$ cat src/rtl/mux4_rr_arbiter.sv
// Round-robin arbiter and sequencer for a 4:1 data mux: grants one requester,
// drives the select and registers the selected data. Optional hold limit: MUX_ARB_HOLD_LIMIT_EN.
module mux4_rr_arbiter #(
    parameter int DATA_W   = 1,
    parameter int MAX_HOLD = 8
) (
    input  logic              clk,
    input  logic              rst_n,
    input  logic [3:0]        req,
    input  logic [DATA_W-1:0] w0,
    input  logic [DATA_W-1:0] w1,
    input  logic [DATA_W-1:0] w2,
    input  logic [DATA_W-1:0] w3,
    output logic [3:0]        gnt,
    output logic [1:0]        s,
    output logic [DATA_W-1:0] f,
    output logic              valid
);

    typedef enum logic {
        IDLE  = 1'b0,
        GRANT = 1'b1
    } state_t;

    if (MAX_HOLD < 2 || MAX_HOLD > 255) begin : g_bad_hold
        $error("MAX_HOLD must be in 2..255");
    end

    state_t            state_q, state_d;
    logic [3:0]        gnt_q, gnt_d;
    logic [1:0]        s_q, s_d;
    logic [1:0]        ptr_q, ptr_d;
    logic [DATA_W-1:0] f_q, f_d;
    logic              valid_q, valid_d;
    logic              new_grant;
    logic [1:0]        new_owner;

`ifdef MUX_ARB_HOLD_LIMIT_EN
    localparam logic [7:0] HOLD_LAST = 8'(MAX_HOLD - 1);
    logic [7:0] hold_q, hold_d;
    logic [3:0] others;
`endif

    // First set bit of r scanning start, start+1, start+2, start+3 (mod 4); r must be non-zero.
    function automatic logic [1:0] rr_pick(input logic [3:0] r, input logic [1:0] start);
        logic [1:0] idx;
        rr_pick = start;
        for (int k = 3; k >= 0; k--) begin
            idx = start + 2'(k);
            if (r[idx]) rr_pick = idx;
        end
    endfunction

    always_comb begin
        // NOTE: every signal written here gets a default first, so no path leaves one unassigned and no latch is inferred.
        state_d   = state_q;
        gnt_d     = gnt_q;
        s_d       = s_q;
        ptr_d     = ptr_q;
        new_grant = 1'b0;
        new_owner = s_q;
`ifdef MUX_ARB_HOLD_LIMIT_EN
        hold_d    = hold_q;
        others    = req & ~gnt_q;
`endif

        unique case (state_q)
            IDLE: begin
                if (req != 4'b0000) begin
                    new_grant = 1'b1;
                    new_owner = rr_pick(req, ptr_q + 2'd1);
                end
            end
            GRANT: begin
                if (req[s_q]) begin
`ifdef MUX_ARB_HOLD_LIMIT_EN
                    if (hold_q == HOLD_LAST && others != 4'b0000) begin
                        new_grant = 1'b1;
                        new_owner = rr_pick(others, s_q + 2'd1);
                    end else if (hold_q != HOLD_LAST) begin
                        hold_d = hold_q + 8'd1;
                    end
`endif
                end else if (req != 4'b0000) begin
                    new_grant = 1'b1;
                    new_owner = rr_pick(req, ptr_q + 2'd1);
                end else begin
                    state_d = IDLE;
                    gnt_d   = 4'b0000;
                end
            end
            default: state_d = IDLE;
        endcase

        if (new_grant) begin
            state_d = GRANT;
            gnt_d   = 4'b0001 << new_owner;
            s_d     = new_owner;
            ptr_d   = new_owner;
`ifdef MUX_ARB_HOLD_LIMIT_EN
            hold_d  = 8'd0;
`endif
        end

        valid_d = (state_d == GRANT);
        f_d     = '0;
        if (valid_d) begin
            unique case (s_d)
                2'd0: f_d = w0;
                2'd1: f_d = w1;
                2'd2: f_d = w2;
                2'd3: f_d = w3;
                default: f_d = '0;
            endcase
        end
    end

    // NOTE: state flops use non-blocking assignments so every flop samples pre-edge values.
    always_ff @(posedge clk or negedge rst_n) begin
        if (!rst_n) begin
            state_q <= IDLE;
            gnt_q   <= 4'b0000;
            s_q     <= 2'b00;
            ptr_q   <= 2'b11;
            f_q     <= '0;
            valid_q <= 1'b0;
        end else begin
            state_q <= state_d;
            gnt_q   <= gnt_d;
            s_q     <= s_d;
            ptr_q   <= ptr_d;
            f_q     <= f_d;
            valid_q <= valid_d;
        end
    end

`ifdef MUX_ARB_HOLD_LIMIT_EN
    always_ff @(posedge clk or negedge rst_n) begin
        if (!rst_n) hold_q <= 8'd0;
        else        hold_q <= hold_d;
    end
`endif

    assign gnt   = gnt_q;
    assign s     = s_q;
    assign f     = f_q;
    assign valid = valid_q;

endmodule

$ cat config.mk
export PLATFORM = sky130hd
export DESIGN_NAME = mux4_rr_arbiter
export DESIGN_NICKNAME = d
export VERILOG_FILES = /design/src/rtl/mux4_rr_arbiter.sv
export SDC_FILE = /design/constraint.sdc
export NUM_CORES = 1
export LEC_CHECK = 0
export BUFFER_PORTS_ARGS = -buffer_cell sky130_fd_sc_hd__buf_2
export CORE_AREA = 3 3 59 45
export CTS_CLUSTER_DIAMETER = 50
export DETAILED_ROUTE_END_ITERATION = 10
export DIE_AREA = 0 0 62 48
export PLACE_DENSITY = 0.5
export SLEW_MARGIN = 20
export SYNTH_ARGS = -nofsm -noshare
export SYNTH_HDL_FRONTEND = slang
export SYNTH_SLANG_ARGS = --single-unit
$ cat constraint.sdc
create_clock -name clk -period 4.7 [get_ports clk]
set_clock_uncertainty 0.15 [all_clocks]
set_input_delay 0.705 -clock clk [delete_from_list [all_inputs] [get_ports clk]]
set_output_delay 0.705 -clock clk [all_outputs]
set_load 0.005 [all_outputs]
==> results.txt <==
Status = complete, no violations
Post-placement cell area = 728 sq um
Tmin final = 2240 ps
Via density = 4.51
Max Clock Freq = 446 MHz
First-pass GRT wire length = 2080 um
Mapped Cells = 61
Distinct cell type count after synthesis = 33
Pwr Density = 627 mW/mm^2
Wire length per cell = 11.5 um
Main flop type after synthesis = dfrtp_1
Drt drc = 0
CTS resizes = 0
Initial Util = 0.295
Post-layout util = 0.361
Yosys warnings = 0
Gr ovfl total = 0
Synth area leader = dfrtp_1
Number of core rows = 14
Post-layout instance area = 764 sq um
Hold_buf cts = 0
CTS tree = yes
Buffers on Ports = 17
Reg2reg start = s[1]$_DFF_PN0_
Antenna violations before repair = 0
CTS clk-pin slew, worst paths = 70 ps
Critical path arrival = 2250 ps
Crit-path cells = buf_2 > mux2_2 > a22oi_1 > and2_1 > nand4_4 > o21a_2 > o211a_1
DR vias = 501
Tot Pwr = 0.479 mW
Ant. Diodes = 0
Leading cell types by count after synthesis = dfrtp_1 (8), inv_1 (6), and2_1 (3), mux2_2 (3), o21ai_0 (3)
Die H = 48 um
Starting DRT DRC Count = 4
Tcrit/Tclk final = 0.477
Largest net degree at the start of global routing = 11
Post-synth EDFFs = 0
Max Root-Sink Buffers = 2
Worst slew pin tran = 449 ps
Post-synth ARST share = 1.00
Crit start category = input pin
Final setup viols = 0
Share of cells above drive strength 1 = 0.405
Number of nets with antenna violations after routing = 0
Crit. Startpoint = req[3]
Min-delay worst type = input pin to asynchronous set/reset pin
H-tree levels = 1
Seq/Total Area, Yosys = 0.405
Crit-path slowest cell = and2_1
Die W = 62 um
RD Place Congestion = 0.668
DP HPWL = 1010 um
Count leader, synth = dfrtp_1
Max incr delay on CP = 320 ps
CP Capture Type = flip-flop
Final WS setup = 2460 ps
IO Count = 18
CTS Buf Count = 3
Post-CTS setup repair buffer count = 0
Fin Setup TNS = 0 ps
GRT Total Usage = 0.0981
Worst-Skew Late Latency = 260 ps
Root Driver = clkbuf_4
Delay-heaviest family, CP = compound AO/OA/AOI/OAI gates
Area grow syn2layout = 22.4%
Dpl ws = 2170 ps
DRT Pass-1 Iters = 2
Clk sinks = 10
Crit path kind = input pin to flip-flop
Max-slew violations = 0
Full die area = 0.00298 sq mm
#FFs+latches synth = 10
Vias in the first global route = 467
CP Max Fanout = 7
Max-Slew Margin vs Limit = 0.698
Synthesized area = 624 sq um
Core box area = 0.00212 sq mm
Worst Path Required = 4700 ps
Unrepaired setup endpoints after global routing = false
Synth top area share = 0.321
Synth area leaders = dfrtp_1 (32%), dfstp_2 (8.4%), mux2_2 (5.4%)
Syn_area_per_cell = 10.2 sq um
Worst vdd ir = 202 uV
Routed wire length = 1280 um
Synth Net Count = 71
Hold Vio Cnt, Final = 0
P_leak = 0.345 nW
Nets = 90
CP Buf/Inv Count = 1
Max-Cap Viols = 0
-- per-layer routing --
layer / GRT usage / vias to the layer above / wire (um)
met3: 0.0539 / 0 / 99
met1: 0.140 / 231 / 613
met5: 0 / - / 0
met2: 0.132 / 14 / 568
met4: 0.0127 / 0 / 0
li1: - / 256 / -
-- kinds of logic (layout without fill, tap and decap cells) --
family,count (synthesis),in the layout,synth area share
AO/OA/AOI/OAI,20,20,0.248
multiplexers,5,5,0.0942
AND/OR/NAND/NOR,15,15,0.162
flip-flops,10,10,0.405
XOR/XNOR,1,1,0.0140
buffers and inverters,10,28,0.0761
-- metrics by stage --
step                cells  hold WS [ps]
detailed placement    107           338
floorplan              61           259
CTS                   111           138
global route          111           133
global placement      107           338
finish                111           135
-- worst paths after layout --
kind	end	slack, ps	depth (start not counted)
hold / removal	gnt[3]$_DFFE_PN0P_	130	1
max in group asynchronous	ptr_q[1]$_DFFE_PN1P_	4020	1
setup / recovery	f$_DFF_PN0_	2460	7
min in group clk	gnt[2]$_DFFE_PN0P_	350	1
hold reg to reg	gnt[2]$_DFFE_PN0P_	350	1
setup reg to reg	f$_DFF_PN0_	2510	6
-- placed cells by master (no fill, tap or decap), types with 2 or more instances in the layout --
cell type  count
nor2_1         2
nor2b_1        2
dfrtp_1        8
dfstp_2        2
a21oi_1        2
a22o_1         2
clkbuf_4       3
inv_1          6
mux2_2         3
o21ai_0        3
and2_1         3
o21ai_1        2
o21bai_1       2
nand2_1        2
buf_2         17
o211ai_1       2
-- report_power, final --
part           total, mW  leakage (nW)  switching, mW  internal, mW
combinational      0.238         0.208          0.116         0.122
sequential         0.164         0.116         0.0343         0.130
clock             0.0767        0.0210         0.0297        0.0470
-- area by class of cell --
| class | instances | area [sq um] |
|---|---|---|
| clock buffers | 4 | 36.3 |
| fillers | 224 | 1360 |
| inverters | 7 | 26.3 |
| multi-input cells | 41 | 324 |
| flip-flops and latches | 10 | 253 |
| well taps | 32 | 40.0 |
| repair buffers | 17 | 85.1 |
-- state kept, by name, indices dropped and copies added (netlist names) --
name   count
gnt        4
ptr_q      2
s          2
f          1
valid      1
(Power assumes the default switching activity.)
